===== config.mk =====
export PLATFORM = sky130hd
export DESIGN_NAME = shift_add_multiplier
export DESIGN_NICKNAME = d
export VERILOG_FILES = /design/src/rtl/mult_pkg.sv /design/src/rtl/shift_add_datapath.sv /design/src/rtl/shift_add_multiplier.sv
export SDC_FILE = /design/constraint.sdc
export NUM_CORES = 1
export LEC_CHECK = 0
export ABC_CLOCK_PERIOD_IN_PS = 1700
export BUFFER_PORTS_ARGS = -buffer_cell sky130_fd_sc_hd__buf_2
export CORE_AREA = 2 2 63 65
export CTS_BUF_LIST = sky130_fd_sc_hd__clkbuf_16
export DETAILED_ROUTE_END_ITERATION = 10
export DIE_AREA = 0 0 65 67
export PLACE_DENSITY_LB_ADDON = 0.08
export RECOVER_POWER = 50
export REMOVE_ABC_BUFFERS = 1
export SLEW_MARGIN = 20
export SYNTH_ARGS = -nofsm -noshare
export SYNTH_HDL_FRONTEND = slang
export SYNTH_SLANG_ARGS = --single-unit

===== constraint.sdc =====
create_clock -name clk -period 1.7 [get_ports clk]
set_input_delay 0.255 -clock clk [delete_from_list [all_inputs] [get_ports clk]]
set_output_delay 0.255 -clock clk [all_outputs]
set_load 0.005 [all_outputs]

===== src/rtl/mult_pkg.sv =====
// rtl/mult_pkg.sv - shared state encoding and default width for the shift-add multiplier
//
// Purpose : holds the 3-bit FSM state encoding and the default operand width
//           used by shift_add_multiplier and shift_add_datapath.
// Ports   : none (package).

package mult_pkg;

    localparam int N_DEFAULT = 4;

    typedef enum logic [2:0] {
        S_IDLE      = 3'd0,
        S_LOAD_WAIT = 3'd1,
        S_ADD       = 3'd2,
        S_SHIFT     = 3'd3,
        S_DONE      = 3'd4
    } mult_state_t;

endpackage


===== src/rtl/shift_add_datapath.sv =====
// rtl/shift_add_datapath.sv - operand, accumulator, counter and product registers
//
// Purpose : register file and arithmetic of the shift-add multiplier; it is
//           sequenced entirely by the load/add/shift/out strobes from the FSM.
// Ports   : clk, resetp          - clock, asynchronous active-high reset
//           load                - capture operands, clear A and the counter
//           add                 - A += {0,M} when Q[0] is set
//           shift               - {A,Q} >>= 1, counter += 1
//           out                 - product <= {A[N-1:0],Q}
//           multiplicand_in     - operand M (N bits)
//           multiplier_in       - operand Q (N bits)
//           last_iter           - the shift in progress is the N-th one
//           product             - last completed product (2N bits)

module shift_add_datapath #(
    parameter int N = 4
) (
    input  logic           clk,
    input  logic           resetp,
    input  logic           load,
    input  logic           add,
    input  logic           shift,
    input  logic           out,
    input  logic [N-1:0]   multiplicand_in,
    input  logic [N-1:0]   multiplier_in,
    output logic           last_iter,
    output logic [2*N-1:0] product
);

    localparam int CW = $clog2(N + 1);

    logic [N-1:0]  m_reg;
    logic [N:0]    a_reg;
    logic [N-1:0]  q_reg;
    logic [CW-1:0] cnt;

    // Counter still holds the pre-increment value during S_SHIFT.
    assign last_iter = (cnt == CW'(N - 1));

    always_ff @(posedge clk or posedge resetp) begin
        if (resetp) begin
            m_reg   <= '0;
            a_reg   <= '0;
            q_reg   <= '0;
            cnt     <= '0;
            product <= '0;
        end else begin
            if (load) begin
                m_reg <= multiplicand_in;
                q_reg <= multiplier_in;
                a_reg <= '0;
                cnt   <= '0;
            end
            if (add && q_reg[0]) begin
                // A carries one spare bit so the sum never overflows.
                a_reg <= a_reg + {1'b0, m_reg};
            end
            if (shift) begin
                a_reg <= {1'b0, a_reg[N:1]};
                q_reg <= {a_reg[0], q_reg[N-1:1]};
                cnt   <= cnt + CW'(1);
            end
            if (out) begin
                product <= {a_reg[N-1:0], q_reg};
            end
        end
    end

endmodule


===== src/rtl/shift_add_multiplier.sv =====
// rtl/shift_add_multiplier.sv - sequential unsigned shift-add multiplier (top, FSM)
//
// Purpose : multiplies two unsigned N-bit operands in a fixed 2N+1 cycles after
//           go is released, using one add and one shift step per multiplier bit.
// Ports   : clk               - clock, rising edge
//           resetp            - asynchronous active-high reset
//           go                - start request (press-and-release)
//           multiplicand_in   - operand M (N bits)
//           multiplier_in     - operand Q (N bits)
//           busy              - high whenever the FSM is not idle
//           done              - one-cycle pulse when product becomes valid
//           product           - last completed M*Q (2N bits)

module shift_add_multiplier
    import mult_pkg::*;
#(
    parameter int N = N_DEFAULT
) (
    input  logic           clk,
    input  logic           resetp,
    input  logic           go,
    input  logic [N-1:0]   multiplicand_in,
    input  logic [N-1:0]   multiplier_in,
    output logic           busy,
    output logic           done,
    output logic [2*N-1:0] product
);

    mult_state_t state;
    logic        last_iter;
    logic        load;
    logic        add;
    logic        shift;
    logic        out;

    assign load  = (state == S_LOAD_WAIT);
    assign add   = (state == S_ADD);
    assign shift = (state == S_SHIFT);
    assign out   = (state == S_DONE);

    // busy tracks the state being entered; done is asserted on the same edge
    // that loads product, so both become visible together.
    always_ff @(posedge clk or posedge resetp) begin
        if (resetp) begin
            state <= S_IDLE;
            busy  <= 1'b0;
            done  <= 1'b0;
        end else begin
            done <= (state == S_DONE);
            case (state)
                S_IDLE: begin
                    if (go) begin
                        state <= S_LOAD_WAIT;
                        busy  <= 1'b1;
                    end
                end
                S_LOAD_WAIT: begin
                    if (!go) begin
                        state <= S_ADD;
                    end
                end
                S_ADD: begin
                    state <= S_SHIFT;
                end
                S_SHIFT: begin
                    state <= last_iter ? S_DONE : S_ADD;
                end
                S_DONE: begin
                    state <= S_IDLE;
                    busy  <= 1'b0;
                end
                default: begin
                    state <= S_IDLE;
                    busy  <= 1'b0;
                end
            endcase
        end
    end

    shift_add_datapath #(.N(N)) u_datapath (
        .clk             (clk),
        .resetp          (resetp),
        .load            (load),
        .add             (add),
        .shift           (shift),
        .out             (out),
        .multiplicand_in (multiplicand_in),
        .multiplier_in   (multiplier_in),
        .last_iter       (last_iter),
        .product         (product)
    );

endmodule


==> results of run 1 <==
==> per-layer routing <==
layer	share of wire	track usage	routed length, µm	vias to the layer above
met5	0	0	0	-
met4	0.0074	0.0559	18	0
met3	0.049	0.0456	120	2
met2	0.46	0.206	1120	22
met1	0.48	0.166	1170	452
li1	-	-	-	467
==> metrics by stage <==
stage	worst slack [ns]	total power [mW]	instance area, µm²	hold slack, ns	utilization
detailed placement	0.0448	2.24	1580	0.349	0.438
global route	0.00290	3.61	1780	0.202	0.493
global placement	0.0869	2.22	1580	0.342	0.438
CTS	0.0300	3.38	1770	0.0624	0.491
floorplan	0.144	1.91	1400	0.333	-
finish	0.106	3.35	1780	0.169	0.493
==> final cells by class <==
class | count | area, µm² | area share
Clock inverter | 3 | 65.1 | 0.0366
Inverter | 7 | 26.3 | 0.0148
Multi-Input combinational cell | 78 | 648 | 0.365
Clock buffer | 5 | 125 | 0.0704
Tap cell | 48 | 60.1 | 0.0338
Sequential cell | 29 | 726 | 0.408
Timing Repair Buffer | 24 | 128 | 0.0718
==> cell usage in the layout, fill, tap and decap left out, types with 2 or more instances in the layout <==
| cell type | netlist | final |
|---|---|---|
| sky130_fd_sc_hd__dfrtp_1 | 29 | 29 |
| sky130_fd_sc_hd__mux2_4 | 8 | 8 |
| sky130_fd_sc_hd__a211oi_1 | 2 | 2 |
| sky130_fd_sc_hd__o21ai_0 | 5 | 5 |
| sky130_fd_sc_hd__mux2i_1 | 6 | 6 |
| sky130_fd_sc_hd__inv_1 | 7 | 7 |
| sky130_fd_sc_hd__nand2b_1 | 3 | 3 |
| sky130_fd_sc_hd__mux2_1 | 4 | 4 |
| sky130_fd_sc_hd__buf_2 | 2 | 20 |
| sky130_fd_sc_hd__buf_4 | 0 | 3 |
| sky130_fd_sc_hd__nor2_2 | 2 | 2 |
| sky130_fd_sc_hd__nand2_1 | 11 | 11 |
| sky130_fd_sc_hd__bufinv_16 | 0 | 2 |
| sky130_fd_sc_hd__clkbuf_16 | 0 | 5 |
| sky130_fd_sc_hd__a21oi_1 | 2 | 2 |
| sky130_fd_sc_hd__a221o_1 | 2 | 2 |
| sky130_fd_sc_hd__nand3_1 | 3 | 3 |
| sky130_fd_sc_hd__nor2_1 | 8 | 8 |
| sky130_fd_sc_hd__ha_1 | 6 | 6 |
==> cells by family (layout without fill, tap and decap cells) <==
kind of cell / Yosys count / after routing
simple gates: 37 / 37
flops: 29 / 29
mux: 18 / 18
compound gates: 15 / 15
buf+inv: 11 / 39
fa+ha+maj: 7 / 7
xor+xnor: 1 / 1
==> report_power, final <==
part / leakage [nW] / internal [mW] / switching, mW
Sequential: 0.375 / 0.954 / 0.236
Combinational: 0.415 / 0.550 / 0.484
Clock: 0.0938 / 0.835 / 0.287
==> worst max path at each step <==
stage,startpoint,end,slack (ns),cells past startpoint
after floorplan,u_datapath.a_reg[0],u_datapath.a_reg[4],0.14,6
final,u_datapath.a_reg[0],u_datapath.a_reg[4],0.11,6
after global routing,u_datapath.a_reg[0],u_datapath.a_reg[4],0.003,6
after global placement,u_datapath.a_reg[0],u_datapath.a_reg[4],0.09,6
after detailed placement,u_datapath.a_reg[0],u_datapath.a_reg[4],0.04,6
after CTS,u_datapath.a_reg[0],u_datapath.a_reg[4],0.03,6
==> critical path: cells and delay by family, from the launching register on <==
kind | cells | cell delay (ns)
AO/OA/AOI/OAI | 1 | 0.20
adder cells (fa/ha/maj) | 2 | 0.53
flip-flops | 1 | 0.38
buffers and inverters | 1 | 0.06
multiplexers | 1 | 0.19
AND/OR/NAND/NOR | 1 | 0.16
==> repair_timing <==
action	4_1_cts	5_1_grt
gates resized for setup	0	1
setup buffers	0	1
endpoints found under the setup margin	0	1
hold buffers	0	0
==> results by group, run 1 <==
Synthesis
  • Proportion of synthesized chip area in sequential cells: 0.507
  • Post-synth top cells: 29 x sky130_fd_sc_hd__dfrtp_1, 11 x sky130_fd_sc_hd__nand2_1, 8 x sky130_fd_sc_hd__mux2_4, 8 x sky130_fd_sc_hd__nor2_1, 7 x sky130_fd_sc_hd__inv_1
  • Netlist area before placement: 1430 µm²
  • Xor/xnor share of the synthesized area: 0.00612
  • Largest family of logic cells by synthesized area: multiplexers
  • Number of synthesized register bits: 29
  • Number of synthesized flops with an enable pin: 0
  • Distinct cell type count of the synthesized netlist: 33
  • Dominant cell by count in the synthesized netlist: sky130_fd_sc_hd__dfrtp_1
  • Synth Area in Simple Gates: 0.149
  • Fraction of synthesis flops using an asynchronous set or reset pin: 1.00
  • Synth Flop Type: sky130_fd_sc_hd__dfrtp_1
  • Mean instance size in the synthesized netlist: 12.1 µm²
  • Top cell type by total area after synthesis: sky130_fd_sc_hd__dfrtp_1
  • Biggest area contributors in the synthesized netlist: sky130_fd_sc_hd__dfrtp_1 51%, sky130_fd_sc_hd__mux2_4 8.4%, sky130_fd_sc_hd__ha_1 5.2%, sky130_fd_sc_hd__mux2i_1 4.2%, sky130_fd_sc_hd__mux2_1 3.1%
  • Area share of fa/ha/maj cells after synthesis: 0.0665
  • Share of the synthesized area in the top cell type: 0.507
  • Yosys warnings: 0
  • Number of cells produced by synthesis: 118
  • Compound-gate portion of the synthesized area: 0.0726
  • Portion of netlist area occupied by mux cells: 0.157

Critical path
  • Required time of the critical path: 1.89 ns
  • Critical path startpoint category: register
  • CP peak stage delay: 0.38 ns
  • Worst Reg2Reg Path Length in Cells: 6
  • Critical Path AT: 1.79 ns
  • Critical path type: register to register
  • Register-to-register path setup slack: 0.11 ns
  • CP max-delay cell: sky130_fd_sc_hd__dfrtp_1
  • CP endpoint kind: register
  • Worst r2r dst: u_datapath.a_reg[4]
  • Worst flop-to-flop path startpoint: u_datapath.a_reg[0]
  • Cell-by-cell trace of the critical path: ha_1, inv_1, fa_2, nand2b_1, a211oi_2, mux2i_1
  • Maximum fanout along the worst path: 4

Power
  • Areal power density over the cells: 1880 nW/µm²
  • IR Drop Worst-Case VDD: 1.02 mV
  • Total leakage power: 0.883 nW

Outcome
  • Run status: complete, no violations

GRT
  • GRT overflow: 0
  • Number of global-route vias before repair: 929
  • Initial antenna violation count: 0
  • Global-route wire length before repair: 4280 µm
  • Pin count of the biggest net entering global routing: 30
  • GRT Resource Usage Total: 0.132

Timing
  • RSZ-0062 raised after global routing: no
  • Hold violation total from the final report: 0
  • Final count of negative-setup-slack endpoints: 0
  • Final cycle utilization of the critical path: 0.937
  • Slew Viols, Final: 0
  • Post-route minimum period: 1.59 ns
  • Achievable clock frequency: 627 MHz
  • Pin slew with the least headroom to its limit: 0.707 ns
  • Worst max-slew margin expressed relative to the limit: 0.529
  • Worst clock skew on the final layout: 0.00270 ns
  • Post-route setup TNS: 0 ns

Finish
  • Synth-to-Final Area Change: 24.3%
  • Fill cells: 334
  • Diodes inserted: 0
  • Net count reported at finish: 163
  • Max reg flops: 8
  • Number of cells in the finished layout apart from fillers: 194
  • Share of cells above drive strength 1: 0.322

CTS
  • Insertion delay to the later sink of the worst-skew pair: 0.27 ns
  • Clock Pin Slew Worst Setup and Hold Paths: 0.05 ns
  • Number of H-tree levels: 2
  • Cell at the root of the clock tree: sky130_fd_sc_hd__clkbuf_16
  • CTS tree: yes
  • TritonCTS sink count: 29
  • Inserted Clock Buffers: 5
  • Buffers from clock root to sink, at most: 2

Detailed routing
  • DRC errors left: 0
  • Wire per inst: 12.5 µm
  • Violation count after the first detailed-routing iteration: 49
  • Number of iterations in the first detailed-routing pass: 4
  • DR vias: 943
  • Per-cell via count in the routed design: 4.86
  • Remaining antenna violation count: 0
  • Overall routed net length: 2430 µm

Die
  • Number of cell rows: 22
  • Starting utilization of the core area: 0.397
  • Area of the die: 4360 µm²
  • Die extent in y: 67 µm
  • Overall die width: 65 µm
  • Area of the placeable core: 3610 µm²
  • I/O pin count: 21

Placed design
  • Count of input and output buffers: 20
  • Number of placed instances with taps included: 185
  • Final GP Congestion: 0.843
  • HPWL after detailed placement: 1790 µm

Hold path
  • Classification of the worst-slack hold path: input pin to async pin

Run
  • Maxcap violations: 0
(Power assumes the default switching activity.)
==> inputs of run 2 (changes only) <==
--- a/config.mk
+++ b/config.mk
@@ -5,12 +5,13 @@
 export SDC_FILE = /design/constraint.sdc
 export NUM_CORES = 1
 export LEC_CHECK = 0
-export ABC_CLOCK_PERIOD_IN_PS = 1700
+export ABC_AREA = 1
+export ABC_CLOCK_PERIOD_IN_PS = 2000
 export BUFFER_PORTS_ARGS = -buffer_cell sky130_fd_sc_hd__buf_2
-export CORE_AREA = 2 2 63 65
+export CORE_AREA = 2 2 62 64
 export CTS_BUF_LIST = sky130_fd_sc_hd__clkbuf_16
 export DETAILED_ROUTE_END_ITERATION = 10
-export DIE_AREA = 0 0 65 67
+export DIE_AREA = 0 0 64 66
 export PLACE_DENSITY_LB_ADDON = 0.08
 export RECOVER_POWER = 50
 export REMOVE_ABC_BUFFERS = 1
==> constraint.sdc (replaced) <==
create_clock -name clk -period 2 [get_ports clk]
set_input_delay 0.3 -clock clk [delete_from_list [all_inputs] [get_ports clk]]
set_output_delay 0.3 -clock clk [all_outputs]
set_load 0.005 [all_outputs]
==> results by group, run 2 <==
CTS
  • Clock Pin Slew Worst Setup and Hold Paths: 0.05 ns
  • Buffers from clock root to sink, at most: 2
  • Number of gates given a new drive strength after cts: 0
  • Cell at the root of the clock tree: sky130_fd_sc_hd__clkbuf_16
  • Hold buffer count at CTS: 0
  • CTS tree: yes
  • TritonCTS sink count: 29
  • Number of H-tree levels: 2
  • Insertion delay to the later sink of the worst-skew pair: 0.27 ns
  • Inserted Clock Buffers: 5
  • Post-CTS Repair Setup Buffers: 0

Power
  • Logic gate share of total power: 0.330
  • Part of the power in registers: 0.379
  • IR Drop Worst-Case VDD: 0.726 mV
  • Areal power density over the cells: 1410 nW/µm²
  • Total internal power: 1.49 mW
  • Overall power after layout: 2.35 mW
  • Portion of total power attributed to the clock network: 0.291
  • Net load switching power: 0.855 mW
  • Net switching fraction of the power: 0.364
  • Total leakage power: 0.879 nW

Timing
  • Pin slew with the least headroom to its limit: 1.54 ns
  • Final cycle utilization of the critical path: 0.790
  • Achievable clock frequency: 633 MHz
  • Final count of negative-setup-slack endpoints: 0
  • Post-route minimum period: 1.58 ns
  • Hold violation total from the final report: 0
  • Post-route setup TNS: 0 ns
  • Slew Viols, Final: 30
  • Worst-case hold slack: 0.226 ns
  • Worst max-slew margin expressed relative to the limit: -0.0256
  • Worst clock skew on the final layout: 0.00484 ns
  • RSZ-0062 raised after global routing: no

Synthesis
  • Fraction of synthesis flops using an asynchronous set or reset pin: 1.00
  • Netlist area before placement: 1370 µm²
  • Proportion of synthesized chip area in sequential cells: 0.531
  • Yosys warnings: 0
  • Share of the synthesized area in the top cell type: 0.531
  • Dominant cell by count in the synthesized netlist: sky130_fd_sc_hd__nand2_1
  • Biggest area contributors in the synthesized netlist: sky130_fd_sc_hd__dfrtp_1 53%, sky130_fd_sc_hd__nand2_1 12%, sky130_fd_sc_hd__inv_1 5.8%, sky130_fd_sc_hd__ha_1 5.5%, sky130_fd_sc_hd__nand3_1 4.4%
  • Number of cells produced by synthesis: 151
  • Post-synth top cells: 43 x sky130_fd_sc_hd__nand2_1, 29 x sky130_fd_sc_hd__dfrtp_1, 21 x sky130_fd_sc_hd__inv_1, 12 x sky130_fd_sc_hd__nand3_1, 10 x sky130_fd_sc_hd__o21ai_0
  • Synth Flop Type: sky130_fd_sc_hd__dfrtp_1
  • Mean instance size in the synthesized netlist: 9.05 µm²
  • Distinct cell type count of the synthesized netlist: 21
  • Top cell type by total area after synthesis: sky130_fd_sc_hd__dfrtp_1
  • Number of synthesized flops with an enable pin: 0
  • Number of synthesized register bits: 29

Critical path
  • Critical path type: register to register
  • CP endpoint kind: register
  • Critical path startpoint category: register
  • Maximum fanout along the worst path: 4
  • Critical Path AT: 1.74 ns
  • Required time of the critical path: 2.16 ns

Die
  • Overall die width: 64 µm
  • Area of the die: 4220 µm²
  • Starting utilization of the core area: 0.385
  • Number of cell rows: 22
  • I/O pin count: 21
  • Die extent in y: 66 µm
  • Area of the placeable core: 3550 µm²

GRT
  • Global-route wire length before repair: 4820 µm
  • Grt met3 use: 0.0426
  • Pin count of the biggest net entering global routing: 30
  • Met2 routing resource usage after global routing: 0.250
  • GRT overflow: 0
  • Met1 demand-to-capacity share in global routing: 0.181
  • GRT Resource Usage Total: 0.152
  • Number of global-route vias before repair: 1100
  • Initial antenna violation count: 0
  • Top Usage Layer GRT: met2

Detailed routing
  • Remaining antenna violation count: 0
  • Violation count after the first detailed-routing iteration: 80
  • Overall routed net length: 2660 µm
  • DR vias: 1067
  • Number of iterations in the first detailed-routing pass: 4
  • Wire per inst: 11.7 µm
  • DRC errors left: 0
  • Per-cell via count in the routed design: 4.70

Finish
  • Diodes inserted: 0
  • Synth-to-Final Area Change: 21.4%
  • Max reg flops: 8
  • Commonest cells after routing, fill and taps aside: 43 x sky130_fd_sc_hd__nand2_1, 29 x sky130_fd_sc_hd__dfrtp_1, 21 x sky130_fd_sc_hd__inv_1, 19 x sky130_fd_sc_hd__buf_2, 12 x sky130_fd_sc_hd__nand3_1
  • Share of cells above drive strength 1: 0.168
  • Most common library cell in the layout ignoring fill and taps: sky130_fd_sc_hd__nand2_1
  • Net count reported at finish: 196

Run
  • Maxcap violations: 1

Placed design
  • Final GP Congestion: 0.823
  • Count of input and output buffers: 20
  • HPWL after detailed placement: 1940 µm

Outcome
  • Run status: finished with violations
  • Failing checks: max-capacitance violations, max-slew violations

Hold path
  • Classification of the worst-slack hold path: input pin to register
run 2: cell types whose count changed after synthesis, sizes merged, moves of 5 or more:
cell,before,now
inv,7,23
mux2,12,0
mux2i,6,0
nand2,11,45
nand3,3,12
o21ai,6,11
run 2: power groups by stage:
stage | Sequential, mW | Combinational, mW | Clock (mW)
floorplan | 0.864 | 0.601 | 0
global placement | 0.887 | 0.766 | 0
detailed placement | 0.893 | 0.787 | 0
CTS | 0.887 | 0.788 | 0.703
global route | 0.910 | 0.910 | 0.742
finish | 0.888 | 0.774 | 0.684
run 2: critical path, cell delays in order, from the launching register on:
cell	delay, ns
sky130_fd_sc_hd__dfrtp_1	0.39
sky130_fd_sc_hd__ha_1	0.20
sky130_fd_sc_hd__inv_1	0.06
sky130_fd_sc_hd__fa_1	0.39
sky130_fd_sc_hd__nand3b_1	0.20
sky130_fd_sc_hd__nand2_1	0.08
sky130_fd_sc_hd__nand2_1	0.05
sky130_fd_sc_hd__nand3_1	0.06
sky130_fd_sc_hd__nand2_1	0.05
run 2: worst paths after layout:
kind	startpoint	slack (ns)	cells past startpoint	endpoint
max	u_datapath.a_reg[0]	0.42	8	u_datapath.a_reg[4]
min	multiplicand_in[3]	0.23	3	u_datapath.m_reg[3]
max reg2reg	u_datapath.a_reg[0]	0.42	8	u_datapath.a_reg[4]
min reg2reg	u_datapath.product[4]	0.47	2	u_datapath.product[4]
max in group asynchronous	resetp	0.55	3	u_datapath.product[1]
min in group asynchronous	resetp	0.55	3	u_datapath.a_reg[4]
run 2: layer usage:
metal / up-vias / wire, µm
li1: 552 / -
met1: 488 / 1280
met2: 25 / 1230
met5: - / 0
met4: 0 / 18
met3: 2 / 143
run 2: logic make-up (layout without fill, tap and decap cells):
family	Yosys count	in the layout	share of synthesized area
AOI/OAI and AO/OA	24	24	0.108
adders and majority gates	7	7	0.0696
xor gates and xnor gates	1	1	0.00641
DFF	29	29	0.531
and+or+nand+nor	66	66	0.214
buffers and inverters	24	52	0.0705
run 2: through the flow:
stage	utilization	area, µm²	setup slack, ns	cells
floorplan	-	1360	0.534	150
global placement	0.430	1530	0.466	219
detailed placement	0.430	1530	0.417	219
CTS	0.469	1660	0.405	227
global route	0.467	1660	0.195	227
finish	0.467	1660	0.419	227
run 2: final cells by class:
class,count,area [µm²]
sequential,29,726
inverter,23,88.8
fill,352,1890
tap,48,60.1
multi-input combinational,98,544
clock inverter,3,12.5
timing repair buffer,21,103
clock buffer,5,125
==> inputs of run 3 (changes only) <==
--- a/config.mk
+++ b/config.mk
@@ -5,13 +5,13 @@
 export SDC_FILE = /design/constraint.sdc
 export NUM_CORES = 1
 export LEC_CHECK = 0
-export ABC_AREA = 1
-export ABC_CLOCK_PERIOD_IN_PS = 2000
+export ABC_AREA = 0
+export ABC_CLOCK_PERIOD_IN_PS = 1300
 export BUFFER_PORTS_ARGS = -buffer_cell sky130_fd_sc_hd__buf_2
-export CORE_AREA = 2 2 62 64
+export CORE_AREA = 2 2 63 65
 export CTS_BUF_LIST = sky130_fd_sc_hd__clkbuf_16
 export DETAILED_ROUTE_END_ITERATION = 10
-export DIE_AREA = 0 0 64 66
+export DIE_AREA = 0 0 65 67
 export PLACE_DENSITY_LB_ADDON = 0.08
 export RECOVER_POWER = 50
 export REMOVE_ABC_BUFFERS = 1
==> constraint.sdc (replaced) <==
create_clock -name clk -period 1.3 [get_ports clk]
set_input_delay 0.195 -clock clk [delete_from_list [all_inputs] [get_ports clk]]
set_output_delay 0.195 -clock clk [all_outputs]
set_load 0.005 [all_outputs]
==> results by group, run 3 (synthesized netlist as in run 1, its figures left out) <==
Finish
  • Diodes inserted: 0
  • Commonest cells after routing, fill and taps aside: 26 x sky130_fd_sc_hd__dfrtp_1, 22 x sky130_fd_sc_hd__buf_4, 20 x sky130_fd_sc_hd__buf_2, 11 x sky130_fd_sc_hd__nand2_1, 11 x sky130_fd_sc_hd__mux2_4
  • Max reg flops: 8
  • Most common library cell in the layout ignoring fill and taps: sky130_fd_sc_hd__dfrtp_1
  • Share of cells above drive strength 1: 0.461
  • Area of the multi-input gates: 707 µm²
  • Storage element area: 729 µm²
  • Fill cells: 324
  • Net count reported at finish: 184
  • Synth-to-Final Area Change: 35.8%

Detailed routing
  • Per-cell via count in the routed design: 4.76
  • Violation count after the first detailed-routing iteration: 44
  • Remaining antenna violation count: 0
  • DRC errors left: 0
  • Overall routed net length: 2910 µm
  • Number of iterations in the first detailed-routing pass: 4
  • Wire per inst: 13.5 µm
  • DR vias: 1024

Timing
  • Final count of negative-setup-slack endpoints: 4
  • Post-route setup TNS: -0.754 ns
  • Worst clock skew on the final layout: 0.00585 ns
  • Worst-case hold slack: 0.116 ns
  • Slew Viols, Final: 0
  • Pin slew with the least headroom to its limit: 0.715 ns
  • RSZ-0062 raised after global routing: yes
  • Worst max-slew margin expressed relative to the limit: 0.524
  • Crit path setup slack, layout: -0.264 ns
  • Post-route minimum period: 1.56 ns
  • Final cycle utilization of the critical path: 1.20
  • Achievable clock frequency: 639 MHz
  • Hold violation total from the final report: 0

GRT
  • Number of global-route vias before repair: 1075
  • GRT overflow: 0
  • Met1 demand-to-capacity share in global routing: 0.199
  • Grt met3 use: 0.0456
  • GRT Resource Usage Total: 0.155
  • Initial antenna violation count: 0
  • Met2 routing resource usage after global routing: 0.246
  • Pin count of the biggest net entering global routing: 30
  • Top Usage Layer GRT: met2
  • Global-route wire length before repair: 5000 µm

Die
  • Overall die width: 65 µm
  • Area of the placeable core: 3610 µm²
  • I/O pin count: 21
  • Number of cell rows: 22
  • Starting utilization of the core area: 0.397
  • Area of the die: 4360 µm²
  • Die extent in y: 67 µm

Power
  • IR Drop Worst-Case VDD: 1.19 mV
  • Total leakage power: 0.983 nW
  • Overall power after layout: 4.58 mW
  • Areal power density over the cells: 2360 nW/µm²

Placed design
  • Final GP Congestion: 0.811
  • HPWL after detailed placement: 1990 µm
  • Count of input and output buffers: 20

CTS
  • CTS tree: yes
  • Buffers from clock root to sink, at most: 2
  • Inserted Clock Buffers: 5
  • Clock Pin Slew Worst Setup and Hold Paths: 0.05 ns
  • TritonCTS sink count: 29
  • Cell at the root of the clock tree: sky130_fd_sc_hd__clkbuf_16
  • Number of H-tree levels: 2
  • Insertion delay to the later sink of the worst-skew pair: 0.27 ns
  • Hold buffer count at CTS: 0

Critical path
  • Required time of the critical path: 1.50 ns
  • Critical path startpoint category: register
  • CP endpoint kind: register
  • Critical path type: register to register
  • Maximum fanout along the worst path: 2
  • Critical Path AT: 1.76 ns

Outcome
  • Failing checks: negative setup slack
  • Run status: finished with violations

Hold path
  • Classification of the worst-slack hold path: input pin to async pin

Run
  • Maxcap violations: 0
run 3: cell type report:
cell class	instances	area share
flip-flops and latches	29	0.376
multi-input cells	79	0.364
repair buffers	44	0.145
clock buffers	5	0.0644
well taps	48	0.0309
inverters	7	0.0135
clock inverters	3	0.00644
run 3: what timing repair did:
item | 4_1_cts | 5_1_grt
endpoints found under the setup margin | 16 | 16
pin swaps | 3 | 6
resized for setup | 11 | 5
cloned | 1 | 0
buffers inserted | 1 | 4
run 3: layer usage:
layer	share of wire	vias up
li1	-	514
met1	0.48	485
met2	0.47	21
met3	0.040	4
met4	0.012	0
met5	0	-
run 3: metrics by stage:
stage          setup WS (ns)  instances  utilization  area (µm²)
6_report              -0.264        215        0.539        1940
5_1_grt               -0.360        215        0.539        1940
4_1_cts               -0.263        211        0.526        1900
3_5_place_dp          -0.303        201        0.472        1700
3_3_place_gp          -0.264        201        0.472        1700
2_1_floorplan         -0.256        114            -        1400
run 3: path summary, 6_finish.rpt:
| check | from | to | slack [ns] | depth (start not counted) |
|---|---|---|---|---|
| max reg2reg | u_datapath.m_reg[0] | u_datapath.a_reg[4] | -0.26 | 6 |
| min | resetp | u_datapath.m_reg[1] | 0.12 | 3 |
| max in group asynchronous | resetp | state[0] | 0.68 | 3 |
| min in group clk | multiplicand_in[1] | u_datapath.m_reg[1] | 0.14 | 2 |
| min reg2reg | u_datapath.cnt[1] | u_datapath.cnt[1] | 0.47 | 2 |
| max | u_datapath.m_reg[0] | u_datapath.a_reg[4] | -0.26 | 6 |
run 3: report_power, final:
| group | switching (mW) | leakage [nW] | internal (mW) | total [mW] |
|---|---|---|---|---|
| Sequential | 0.280 | 0.371 | 1.26 | 1.54 |
| Combinational | 0.845 | 0.543 | 1.14 | 1.98 |
| Clock | 0.369 | 0.0687 | 0.689 | 1.06 |
run 3: worst max-delay path, cell delays in order (launching register included):
cell                       delay [ns]
sky130_fd_sc_hd__dfrtp_1         0.35
sky130_fd_sc_hd__ha_2            0.19
sky130_fd_sc_hd__inv_2           0.04
sky130_fd_sc_hd__fa_2            0.35
sky130_fd_sc_hd__nand2b_4        0.15
sky130_fd_sc_hd__a211oi_2        0.21
sky130_fd_sc_hd__mux2i_1         0.20
